### src/rtl/air_hockey_pkg.sv
// Shared air-hockey definitions: game state encoding, screen geometry and ball size,
// common to the collision, motion and render stages.
package air_hockey_pkg;

    typedef enum logic [1:0] {
        SERVE     = 2'd0,
        PLAY      = 2'd1,
        GAME_OVER = 2'd2
    } game_state_t;

    localparam int H_VISIBLE = 640;
    localparam int V_VISIBLE = 480;
    localparam int BALL_W    = 8;
    localparam int BALL_H    = 8;

    // Top-left coordinate that centres an object of 'size' pixels within 'extent'.
    function automatic logic [15:0] centreOf(input int extent, input int size);
        return 16'((extent - size) / 2);
    endfunction

endpackage

### src/rtl/axis_step.sv
// One-axis ball step: moves pos by +/-speed and saturates the result to [LO, HI].
// Subtraction is done in 17 bits so a step past zero clamps instead of wrapping.
module axis_step #(
    parameter int LO = 0,
    parameter int HI = 632
) (
    input  logic [15:0] pos,
    input  logic [7:0]  speed,
    input  logic        dir,
    output logic [15:0] next
);

    function automatic logic [15:0] satAdd(input logic [15:0] a, input logic [7:0] b);
        logic [16:0] sum;
        sum = {1'b0, a} + {9'd0, b};
        return (sum > 17'(HI)) ? 16'(HI) : sum[15:0];
    endfunction

    // diff[16] set means the subtraction went below zero.
    function automatic logic [15:0] satSub(input logic [15:0] a, input logic [7:0] b);
        logic [16:0] diff;
        diff = {1'b0, a} - {9'd0, b};
        return (diff[16] || (diff < 17'(LO))) ? 16'(LO) : diff[15:0];
    endfunction

    always_comb begin
        next = dir ? satAdd(pos, speed) : satSub(pos, speed);
    end

endmodule

### src/rtl/ball_motion.sv
// Per-frame ball kinematics and rally/score controller for air hockey.
// Optional build macro BALL_MOTION_SPEEDUP_EN: paddle hits raise ballXSpeed up to MAX_SPEED.
module ball_motion
    import air_hockey_pkg::*;
#(
    parameter int H_VISIBLE    = air_hockey_pkg::H_VISIBLE,
    parameter int V_VISIBLE    = air_hockey_pkg::V_VISIBLE,
    parameter int BALL_W       = air_hockey_pkg::BALL_W,
    parameter int BALL_H       = air_hockey_pkg::BALL_H,
    parameter int START_SPEED  = 2,
    parameter int MAX_SPEED    = 8,
    parameter int SERVE_FRAMES = 60,
    parameter int WIN_SCORE    = 7
) (
    input  logic        pixelClock,
    input  logic        reset,
    input  logic        vSyncStart,
    input  logic        collisionBallScreenLeft,
    input  logic        collisionBallScreenRight,
    input  logic        collisionBallScreenTop,
    input  logic        collisionBallScreenBottom,
    input  logic        collisionBallPlayerPaddle,
    input  logic        collisionBallComputerPaddle,
    input  logic        startButton,
    output logic [15:0] ballX,
    output logic [15:0] ballY,
    output logic [7:0]  ballXSpeed,
    output logic [7:0]  ballYSpeed,
    output logic        ballXDir,
    output logic        ballYDir,
    output logic [3:0]  playerScore,
    output logic [3:0]  computerScore,
    output logic [1:0]  gameState,
    output logic        scoreEvent
);

    localparam int X_MAX = H_VISIBLE - BALL_W;
    localparam int Y_MAX = V_VISIBLE - BALL_H;
    localparam logic [15:0] X_CENTRE = centreOf(H_VISIBLE, BALL_W);
    localparam logic [15:0] Y_CENTRE = centreOf(V_VISIBLE, BALL_H);
    // A serve never starts faster than the ceiling.
    localparam logic [7:0] SERVE_SPEED = 8'((START_SPEED > MAX_SPEED) ? MAX_SPEED : START_SPEED);
    localparam int CNT_W = $clog2(SERVE_FRAMES + 1);

    game_state_t state, stateNext;
    logic             frameTick;
    logic [CNT_W-1:0] serveCount, serveCountNext;
    logic [15:0]      ballXNext, ballYNext, stepX, stepY;
    logic [7:0]       ballXSpeedNext, ballYSpeedNext;
    logic             ballXDirNext, ballYDirNext, playXDir, playYDir;
    logic [3:0]       playerScoreNext, computerScoreNext;
    logic             scoreEventNext;

`ifdef BALL_MOTION_SPEEDUP_EN
    function automatic logic [7:0] speedUp(input logic [7:0] s);
        return (s >= 8'(MAX_SPEED)) ? 8'(MAX_SPEED) : s + 8'd1;
    endfunction
`endif

    // Collision flags settle on vSyncStart; state acts one cycle later.
    always_ff @(posedge pixelClock) begin
        if (reset) frameTick <= 1'b0;
        else       frameTick <= vSyncStart;
    end

    // A paddle flag wins over its same-side wall so a saved ball is not scored.
    always_comb begin
        playXDir = ballXDir;
        if (collisionBallPlayerPaddle)        playXDir = 1'b1;
        else if (collisionBallComputerPaddle) playXDir = 1'b0;
        else if (collisionBallScreenLeft)     playXDir = 1'b1;
        else if (collisionBallScreenRight)    playXDir = 1'b0;
        playYDir = ballYDir;
        if (collisionBallScreenTop)           playYDir = 1'b1;
        else if (collisionBallScreenBottom)   playYDir = 1'b0;
    end

    axis_step #(.LO(0), .HI(X_MAX)) stepXInst (
        .pos(ballX), .speed(ballXSpeed), .dir(playXDir), .next(stepX)
    );

    axis_step #(.LO(0), .HI(Y_MAX)) stepYInst (
        .pos(ballY), .speed(ballYSpeed), .dir(playYDir), .next(stepY)
    );

    always_comb begin
        stateNext         = state;
        serveCountNext    = serveCount;
        ballXNext         = ballX;
        ballYNext         = ballY;
        ballXSpeedNext    = ballXSpeed;
        ballYSpeedNext    = ballYSpeed;
        ballXDirNext      = ballXDir;
        ballYDirNext      = ballYDir;
        playerScoreNext   = playerScore;
        computerScoreNext = computerScore;
        scoreEventNext    = 1'b0;

        if (frameTick) begin
            unique case (state)
                SERVE: begin
                    ballXNext      = X_CENTRE;
                    ballYNext      = Y_CENTRE;
                    ballXSpeedNext = SERVE_SPEED;
                    ballYSpeedNext = SERVE_SPEED;
                    if (serveCount == CNT_W'(SERVE_FRAMES - 1)) begin
                        serveCountNext = '0;
                        stateNext      = PLAY;
                    end else begin
                        serveCountNext = serveCount + 1'b1;
                    end
                end

                PLAY: begin
                    ballXDirNext = playXDir;
                    ballYDirNext = playYDir;
                    if (!collisionBallPlayerPaddle && !collisionBallComputerPaddle &&
                        (collisionBallScreenLeft || collisionBallScreenRight)) begin
                        if (collisionBallScreenLeft) computerScoreNext = computerScore + 4'd1;
                        else                         playerScoreNext   = playerScore + 4'd1;
                        scoreEventNext = 1'b1;
                        ballXNext      = X_CENTRE;
                        ballYNext      = Y_CENTRE;
                        ballXSpeedNext = SERVE_SPEED;
                        ballYSpeedNext = SERVE_SPEED;
                        serveCountNext = '0;
                        if ((computerScoreNext == 4'(WIN_SCORE)) || (playerScoreNext == 4'(WIN_SCORE)))
                            stateNext = GAME_OVER;
                        else
                            stateNext = SERVE;
                    end else begin
`ifdef BALL_MOTION_SPEEDUP_EN
                        if (collisionBallPlayerPaddle || collisionBallComputerPaddle)
                            ballXSpeedNext = speedUp(ballXSpeed);
`endif
                        ballXNext = stepX;
                        ballYNext = stepY;
                    end
                end

                GAME_OVER: begin
                    if (startButton) begin
                        playerScoreNext   = 4'd0;
                        computerScoreNext = 4'd0;
                        serveCountNext    = '0;
                        stateNext         = SERVE;
                    end
                end

                default: stateNext = SERVE;
            endcase
        end
    end

    always_ff @(posedge pixelClock) begin
        if (reset) begin
            state         <= SERVE;
            serveCount    <= '0;
            ballX         <= X_CENTRE;
            ballY         <= Y_CENTRE;
            ballXSpeed    <= SERVE_SPEED;
            ballYSpeed    <= SERVE_SPEED;
            ballXDir      <= 1'b0;
            ballYDir      <= 1'b1;
            playerScore   <= 4'd0;
            computerScore <= 4'd0;
            scoreEvent    <= 1'b0;
        end else begin
            state         <= stateNext;
            serveCount    <= serveCountNext;
            ballX         <= ballXNext;
            ballY         <= ballYNext;
            ballXSpeed    <= ballXSpeedNext;
            ballYSpeed    <= ballYSpeedNext;
            ballXDir      <= ballXDirNext;
            ballYDir      <= ballYDirNext;
            playerScore   <= playerScoreNext;
            computerScore <= computerScoreNext;
            scoreEvent    <= scoreEventNext;
        end
    end

    assign gameState = state;

endmodule
### config.mk
export PLATFORM = sky130hd
export DESIGN_NAME = ball_motion
export DESIGN_NICKNAME = d
export VERILOG_FILES = /design/src/rtl/air_hockey_pkg.sv /design/src/rtl/axis_step.sv /design/src/rtl/ball_motion.sv
export SDC_FILE = /design/constraint.sdc
export NUM_CORES = 1
export LEC_CHECK = 0
export BUFFER_PORTS_ARGS = -buffer_cell sky130_fd_sc_hd__buf_2
export CAP_MARGIN = 10
export CORE_UTILIZATION = 50
export DETAILED_ROUTE_END_ITERATION = 6
export PLACE_DENSITY = 0.71
export SYNTH_ARGS = -nofsm -noshare
export SYNTH_HDL_FRONTEND = slang
export SYNTH_SLANG_ARGS = --single-unit
export TNS_END_PERCENT = 5
### constraint.sdc
create_clock -name pixelClock -period 2.7 [get_ports pixelClock]
set_input_delay 0.27 -clock pixelClock [delete_from_list [all_inputs] [get_ports pixelClock]]
set_output_delay 0.27 -clock pixelClock [all_outputs]
set_load 0.01 [all_outputs]
==> flow_summary.yaml, run 1 <==
clock_tree:
  path_clk_slew_ns: 0.09
  cts_sinks: 50
  cts_made_buffers: 5
  root_buffer: "clkbuf_8"
  post_cts_buffers: 0
  cts_max_level: 2
  cts-resized-gates: 0
  clockBufferDepth: 2
  cts_tree: "yes"
  ctsHoldBuffers: 0
  clock_latency_ns: 0.31
layout:
  drive_above_1_share: 0.199
  area_delta_synth_final_pct: 9.91
  antenna_cells: 0
  final_nets: 609
  num-fill-cells: 749
worst_setup_path:
  crit_fanout: 10
  path_cells: "ha_2 > nand3_2 > nor2_1 > nand3_1 > a221oi_2 > o211ai_2 > mux2_4 > a22oi_2"
  critPathSlowestCell: "dfxtp_1"
  r2r_cells: 8
  rrSetupSlack_ns: 0.23
  slowest_delay_ns: 0.57
  path_class: "flop to flop"
  required_ns: 2.95
  reg2reg_to: "ballY[2]"
  critPathCaptureType: "flop"
  reg2reg_from: "ballY[2]"
  cp.arrival_ns: 2.72
  start_kind: "flop"
synth:
  synth_edf_count: 0
  synth_cell_types: 88
  synthTopCellsByArea: "dfxtp_1 25%, a21oi_1 5.8%, nor2_1 5.4%, buf_4 4.4%, o21ai_0 3.4%"
  synth-seq-cells: 50
  syn_area_sq_um: 4060
  yosysTopAreaCell: "dfxtp_1"
  yosysMostFrequentCell: "nor2_1"
  ys_warn_count: 0
  ys_top_cells_by_count: "59 x nor2_1, 50 x dfxtp_1, 47 x a21oi_1"
  avgSynthCellArea_sq_um: 7.50
  synthesis.instances: 542
  synth-main-ff-cell: "dfxtp_1"
  netlist.area_leader.share: 0.246
  ys_seq_area_frac: 0.246
  async_reset_ff_frac: 0
global_route:
  grt_pass1_vias: 3696
  grt_pass1_wl_um: 17500
  grt_max_degree: 23
  track_usage: 0.253
  antenna_found_initial: 0
  grt.overflow.total: 0
sta:
  whs_ns: 0.175
  fmax_mhz: 404
  maxSlewHeadroom: 0.523
  fin_skew_ns: 0.00569
  min_period_ns: 2.47
  rsz0062_at_grt: "false"
  setup_tns_ns: 0
  finalHoldViolCount: 0
  report.final.slew_viol_count: 0
  tightest_slew_ns: 0.709
  setup_violations: 0
  finalCritPeriodShare: 0.916
placed_design:
  routabilityCongestion: 0.927
  portBuffers: 52
  dp_hpwl_um: 7860
floorplanning:
  core_area_sq_um: 7810
  rows: 32
  die_area_sq_um: 8490
  initial_core_util: 0.521
  ios: 71
  dieHeight_um: 92.2
  fp.dieW_um: 92.2
routing:
  post_drt_wl_per_cell_um: 15.3
  drtAntennaViolNets: 0
  detail_route.first_pass.iterations: 5
  via_per_inst: 6.00
  drt_wl_total_um: 10600
  drc_errors: 0
  num_vias: 4143
  drt_iter0_markers: 252
job:
  max_cap_viol_count: 0
run_status:
  outcome: "finished clean"
worst_hold_path:
  whs_path_depth: 2
  min_to: "frameTick"
  hp-class: "input pin to flop"
  min-delay-start: "vSyncStart"
power:
  power_density_nw_per_um2: 289
  ir_worst_vdd_mv: 0.195
  p_leak_uw: 0.00182
==> area by class of cell <==
cell class | instances | area [sq um] | area share
tap | 102 | 128 | 0.0286
multi-input combinational | 438 | 2740 | 0.613
clock buffer | 5 | 68.8 | 0.0154
inverter | 14 | 52.6 | 0.0118
clock inverter | 2 | 15.0 | 0.00336
timing repair buffer | 79 | 463 | 0.104
sequential | 50 | 1000 | 0.224
==> placed cells by master (no fill, tap or decap), types with 4 or more instances in the layout <==
master	n
nand3b_1	8
nor2b_1	5
conb_1	18
nor3b_1	5
ha_1	10
mux2i_1	4
nand2_1	34
nand3_1	19
o21ai_0	28
a31oi_1	5
inv_1	13
or3_1	10
buf_4	27
xnor2_1	7
o21ai_1	15
nand4_1	10
clkbuf_8	5
a21oi_1	47
buf_2	52
a22oi_1	4
nor3_1	23
nand2b_1	8
and3_1	11
nor2_1	59
a211oi_1	5
a21o_1	8
dfxtp_1	50
nor4_1	8
o211ai_1	5
xor2_1	6
==> cell families after synthesis <==
kind of cell    after synthesis  share of synthesized area
simple gates                231                      0.316
compound gates              158                      0.260
buf+inv                      70                     0.0951
flops                        50                      0.246
xor+xnor                     13                     0.0280
fa+ha+maj                    11                     0.0339
mux                           7                     0.0191
other cells                   2                    0.00185
==> worst max path at each step <==
stage / start / endpoint / slack (ns) / cells past startpoint
5_1_grt: ballY[2] / ballY[2] / 0.03 / 8
3_5_place_dp: ballY[2] / ballY[2] / 0.21 / 8
2_1_floorplan: ballX[1] / ballX[14] / 0.34 / 8
3_3_place_gp: ballY[2] / ballY[2] / 0.29 / 8
6_report: ballY[2] / ballY[2] / 0.23 / 8
4_1_cts: ballY[2] / ballY[2] / 0.18 / 8
==> stage by stage <==
step,power (uW),worst slack (ns),utilization,instance area (sq um),cells
6_report,1290,0.226,0.572,4470,690
5_1_grt,1340,0.0315,0.572,4470,690
4_1_cts,1300,0.181,0.572,4460,690
3_5_place_dp,868,0.213,0.561,4380,683
3_3_place_gp,866,0.290,0.561,4380,683
2_1_floorplan,853,0.338,-,4120,558
==> worst max-delay path, delay by kind of cell (launching register included) <==
kind            cells  cell delay [ns]
compound gates      3             0.67
fa+ha+maj           1             0.39
flops               1             0.57
mux                 1             0.30
simple gates        3             0.49
==> report_power, final <==
part	total [uW]	leakage [uW]	internal, uW	switching, uW
Combinational	111	0.00138	33.3	77.7
Clock	440	0.0000362	178	262
Sequential	742	0.000404	739	2.20
Total	1290	0.00182	950	342
==> flip-flops by register name (all words and copies together) (netlist names) <==
signal         count
computerScore      4
serveCount         6
ballY             15
frameTick          1
ballYDir           1
scoreEvent         1
ballXDir           1
ballX             15
playerScore        4
gameState          2
==> metal layers <==
metal | vias to the layer above | GRT usage | part of all wire
li1 | 2039 | - | -
met2 | 141 | 0.434 | 0.49
met5 | - | 0 | 0
met3 | 23 | 0.0274 | 0.051
met1 | 1940 | 0.328 | 0.43
met4 | 0 | 0.0885 | 0.026
No activity file was read; power rests on OpenSTA's default activity.
==> run 2: changes to the inputs <==
Settings changed: ABC_AREA set to 1, CTS_CLUSTER_DIAMETER set to 50.
==> run 2 against run 1 <==
Clock skew is 0.0076 ns higher. Sequential share of layout area is 1.4 points lower. Core utilization is 2.3 points lower. Critical path depth is 4 higher. Final cell count is 25% higher. Area after synthesis is 9.5% higher. First-iteration DRC count is 3.6% higher. Critical path type unchanged. Critical endpoint is now ballY[6].
==> flow_summary.yaml, run 2 <==
synth:
  yosysTopAreaCell: "dfxtp_1"
  synth_cell_types: 46
  syn_area_sq_um: 4450
  yosysMostFrequentCell: "nand2_1"
  ys_seq_area_frac: 0.225
  avgSynthCellArea_sq_um: 6.19
  async_reset_ff_frac: 0
  ys_top_cells_by_count: "176 x nand2_1, 83 x inv_1, 73 x nor2_1"
  synth-seq-cells: 50
  synthTopCellsByArea: "dfxtp_1 23%, nand2_1 15%, inv_1 7.0%, nor2_1 6.2%, a21oi_1 4.8%"
  netlist.area_leader.share: 0.225
  synth_edf_count: 0
  synthesis.instances: 719
  synth-main-ff-cell: "dfxtp_1"
  ys_warn_count: 0
sta:
  maxSlewHeadroom: 0.566
  fin_skew_ns: 0.0133
  rsz0062_at_grt: "false"
  finalHoldViolCount: 0
  setup_tns_ns: 0
  report.final.slew_viol_count: 0
  fmax_mhz: 481
  finalCritPeriodShare: 0.770
  setup_violations: 0
  tightest_slew_ns: 0.650
  min_period_ns: 2.08
placed_design:
  dp_cells: 856
  portBuffers: 52
  routabilityCongestion: 1.00
  dp_hpwl_um: 8990
job:
  max_cap_viol_count: 0
routing:
  drt_iter0_markers: 261
  post_drt_wl_per_cell_um: 13.8
  num_vias: 4615
  dr_wl_met2_um: 5440
  highest_layer: "met4"
  drtAntennaViolNets: 0
  wl_met1_um: 5360
  dr_wl_met3_um: 915
  via_per_inst: 5.34
  drt_wl_total_um: 11900
  drc_errors: 0
  detail_route.first_pass.iterations: 5
worst_hold_path:
  min_to: "frameTick"
  hp-class: "input pin to flop"
  whs_path_depth: 3
  min-delay-start: "vSyncStart"
worst_setup_path:
  critPathSlowestCell: "dfxtp_1"
  crit_fanout: 11
  r2r_cells: 12
  path_class: "flop to flop"
  path_common_cell: "nand2_1"
  cp_num_buf_inv: 0
  required_ns: 2.92
  cp.arrival_ns: 2.29
  critical-path-top-delay-family: "simple AND/OR/NAND/NOR gates"
  rrSetupSlack_ns: 0.62
  path_cells: "ha_1 > nand3_1 > nor2_2 > nand3_1 > nand2_1 > nand3_1 > nor2_2 > nand3_2 > nand2_2 > nand2_1 > nand2_1 > nand2_1"
  reg2reg_from: "ballY[1]"
  reg2reg_to: "ballY[6]"
  critPathCaptureType: "flop"
  start_kind: "flop"
  worstSetupStartpoint: "ballY[1]"
  cp.depth: 12
  slowest_delay_ns: 0.54
layout:
  final_common_cell: "nand2_1"
  area_delta_synth_final_pct: 7.17
  seq_area_sq_um: 1000
  antenna_cells: 0
  largestRegisters: "ballX: 15 flops, ballY: 15 flops, serveCount: 6 flops"
  final_nets: 776
  multi_input_area_sq_um: 2870
  num-fill-cells: 877
  drive_above_1_share: 0.180
  most-common-layout-cells: "176 x nand2_1, 83 x inv_1, 73 x nor2_1"
  finalNonFillerCells: 864
clock_tree:
  clock_latency_ns: 0.32
  cts_tree: "yes"
  cts_max_level: 2
  post_cts_buffers: 0
  ctsHoldBuffers: 0
  cts_made_buffers: 5
  cts_sinks: 50
  cts-resized-gates: 0
  clockBufferDepth: 2
  path_clk_slew_ns: 0.10
  root_buffer: "clkbuf_8"
global_route:
  grt_pass1_vias: 4136
  grt_pass1_wl_um: 19900
  grt_max_degree: 31
  track_usage: 0.276
  antenna_found_initial: 0
  grt.overflow.total: 0
floorplanning:
  ios: 71
  core_area_sq_um: 8680
  fp.dieW_um: 96.3
  die_area_sq_um: 9280
  rows: 34
  initial_core_util: 0.513
  dieHeight_um: 96.3
power:
  power_density_nw_per_um2: 298
  ir_worst_vdd_mv: 0.256
  p_leak_uw: 0.00229
run_status:
  outcome: "finished clean"
==> run 2: cell families (layout without fill, tap and decap cells) <==
logic type,Yosys count,in the layout,synth area share
DFF,50,50,0.225
other,2,18,0.00169
and+or+nand+nor,386,386,0.418
xor gates and xnor gates,22,22,0.0433
buffers and inverters,142,163,0.143
AOI/OAI and AO/OA,106,106,0.138
adders and majority gates,11,11,0.0309
==> run 2: report_power, final <==
group	switching (uW)	leakage [uW]	internal [uW]
combinational	135	0.00184	56.7
clock	274	0.0000441	183
sequential	23.0	0.000405	749
==> run 2: worst max path at each step <==
stage | end | slack [ns]
finish | ballY[6] | 0.62
CTS | ballY[6] | 0.64
global route | ballY[1] | 0.37
floorplan | ballX[4] | 0.91
detailed placement | ballY[6] | 0.66
global placement | ballY[5] | 0.71
==> run 2: worst min-delay path: cells and delay by family <==
kind / cells / cell delay, ns
buffers and inverters: 2 / 0.14
AND/OR/NAND/NOR: 1 / 0.03
==> run 2: final cells by class <==
class | count | area share
flip-flops and latches | 50 | 0.210
multi-input cells | 543 | 0.602
clock inverters | 3 | 0.00446
well taps | 108 | 0.0283
clock buffers | 5 | 0.0144
repair buffers | 58 | 0.0640
inverters | 97 | 0.0766
==> run 2: routing by layer <==
metal,vias up,track usage
met4,0,0.0968
met1,2066,0.371
met3,19,0.0427
met2,179,0.445
met5,-,0
li1,2351,-
==> run 2: metrics by stage <==
stage | power [uW] | utilization | area [sq um] | setup WS [ns] | hold WS [ns]
3_5_place_dp | 978 | 0.539 | 4680 | 0.663 | 0.482
3_3_place_gp | 977 | 0.539 | 4680 | 0.710 | 0.473
6_report | 1420 | 0.549 | 4770 | 0.620 | 0.162
2_1_floorplan | 943 | - | 4510 | 0.912 | 0.377
5_1_grt | 1490 | 0.549 | 4770 | 0.369 | 0.165
4_1_cts | 1430 | 0.549 | 4770 | 0.639 | 0.152
==> run 3: changes to the inputs <==
Settings changed: ABC_AREA 1 to 0.
Clock period 2.7 ns to 2.1 ns, I/O delays scaled along.
==> run 3 against run 2 <==
First-iteration DRC count decreased by 10%. Clock power increased by 29%. Non-clock buffer count increased by 83. Largest cell class unchanged. The run now ends with setup timing left.
==> flow_summary.yaml, run 3 (synthesis gave the netlist of run 1 again) <==
clock_tree:
  cts_tree: "yes"
  post_cts_buffers: 0
  cts_sinks: 50
  path_clk_slew_ns: 0.10
  cts_made_buffers: 5
  cts_max_level: 2
  root_buffer: "clkbuf_8"
  clock_latency_ns: 0.32
  ctsHoldBuffers: 0
  clockBufferDepth: 2
sta:
  fin_skew_ns: 0.00963
  report.final.slew_viol_count: 0
  finalHoldViolCount: 0
  fmax_mhz: 443
  setup_tns_ns: -0.756
  setup_violations: 13
  finalCritPeriodShare: 1.07
  min_period_ns: 2.26
  rsz0062_at_grt: "true"
  timing.final.ws_setup_ns: -0.155
layout:
  area_delta_synth_final_pct: 26.3
  num-fill-cells: 723
  final_nets: 672
  antenna_cells: 0
  drive_above_1_share: 0.331
  most-common-layout-cells: "88 x buf_4, 58 x nor2_1, 52 x buf_2"
  final_common_cell: "buf_4"
  largestRegisters: "ballX: 15 flops, ballY: 15 flops, serveCount: 6 flops"
global_route:
  grt_max_degree: 21
  grt.overflow.total: 0
  grt_pass1_wl_um: 19500
  track_usage: 0.283
  antenna_found_initial: 0
  grt_pass1_vias: 4180
worst_hold_path:
  hp-class: "input pin to flop"
routing:
  via_per_inst: 5.95
  drtAntennaViolNets: 0
  dr_wl_met2_um: 5810
  detail_route.first_pass.iterations: 5
  highest_layer: "met4"
  wl_met1_um: 5150
  drt_wl_total_um: 11900
  drc_errors: 0
  num_vias: 4489
  post_drt_wl_per_cell_um: 15.8
  drt_iter0_markers: 234
  dr_wl_met3_um: 636
job:
  max_cap_viol_count: 0
floorplanning:
  rows: 32
  dieHeight_um: 92.2
  core_area_sq_um: 7810
  die_area_sq_um: 8490
  initial_core_util: 0.521
  fp.dieW_um: 92.2
  ios: 71
placed_design:
  dp_slack_ns: -0.137
  routabilityCongestion: 0.897
  dp_hpwl_um: 8950
  portBuffers: 52
worst_setup_path:
  cp.arrival_ns: 2.52
  start_kind: "flop"
  path_class: "flop to flop"
  required_ns: 2.36
  critPathCaptureType: "flop"
  crit_fanout: 5
power:
  ir_worst_vdd_mv: 0.254
  p_leak_uw: 0.00217
  power_density_nw_per_um2: 332
run_status:
  outcome: "finished with violations"
  violations: "setup timing"
## run 3: changes by cell type in the layout (fill, tap and decap cells not counted), moves of 15 or more
cell,delta
inv_1,-72
nand2_1,-142
nor2_2,-15
nand3_1,-20
buf_4,+82
nand4_1,-21
nor2_1,-15
## run 3: layout make-up
| cell class | count | area (sq um) | share of cell area |
|---|---|---|---|
| Multi-Input combinational cell | 439 | 2900 | 0.565 |
| Clock inverter | 2 | 13.8 | 0.00268 |
| Tap cell | 102 | 128 | 0.0249 |
| Sequential cell | 50 | 1020 | 0.199 |
| Inverter | 14 | 57.6 | 0.0112 |
| Timing Repair Buffer | 141 | 941 | 0.183 |
| Clock buffer | 6 | 72.6 | 0.0141 |
## run 3: where the power goes
group / total, uW / internal, uW / leakage (uW) / switching, uW
clock network: 591 / 239 / 0.0000456 / 353
registers: 951 / 948 / 0.000405 / 2.94
logic: 160 / 56.8 / 0.00172 / 104
total: 1700 / 1240 / 0.00217 / 459
## run 3: final timing paths
kind                start  cells past startpoint  slack [ns]           end
max              ballX[6]                      7       -0.16     ballX[11]
min            vSyncStart                      2        0.11     frameTick
max reg2reg      ballX[6]                      7       -0.16     ballX[11]
min reg2reg  gameState[1]                      2        0.49  gameState[1]
## run 3: per-layer routing
metal | track usage | vias up
met5 | 0 | -
met4 | 0.116 | 0
met3 | 0.0299 | 31
met2 | 0.489 | 158
met1 | 0.357 | 2121
li1 | - | 2179
## run 3: through the flow
stage	area (sq um)	cells	power, uW	hold WS, ns	util
floorplan	4180	558	1100	0.338	-
global placement	4900	745	1130	0.435	0.627
detailed placement	4900	745	1130	0.436	0.627
CTS	5050	754	1710	0.106	0.647
global route	5130	754	1770	0.139	0.657
finish	5130	754	1700	0.108	0.657
## run 3: worst max-delay path, stage by stage (launching register included)
cell and delay (ns):
dfxtp_1 0.42, nand3_1 0.17, nor4_2 0.34, mux2i_1 0.26
o21ai_2 0.13, a2111o_2 0.57, o21ai_1 0.18, a21o_1 0.13
## run 3: what timing repair did
item | CTS | global route
pin swaps | 2 | 11
cloned | 1 | 0
setup endpoints to repair | 20 | 31
resized for setup | 13 | 22
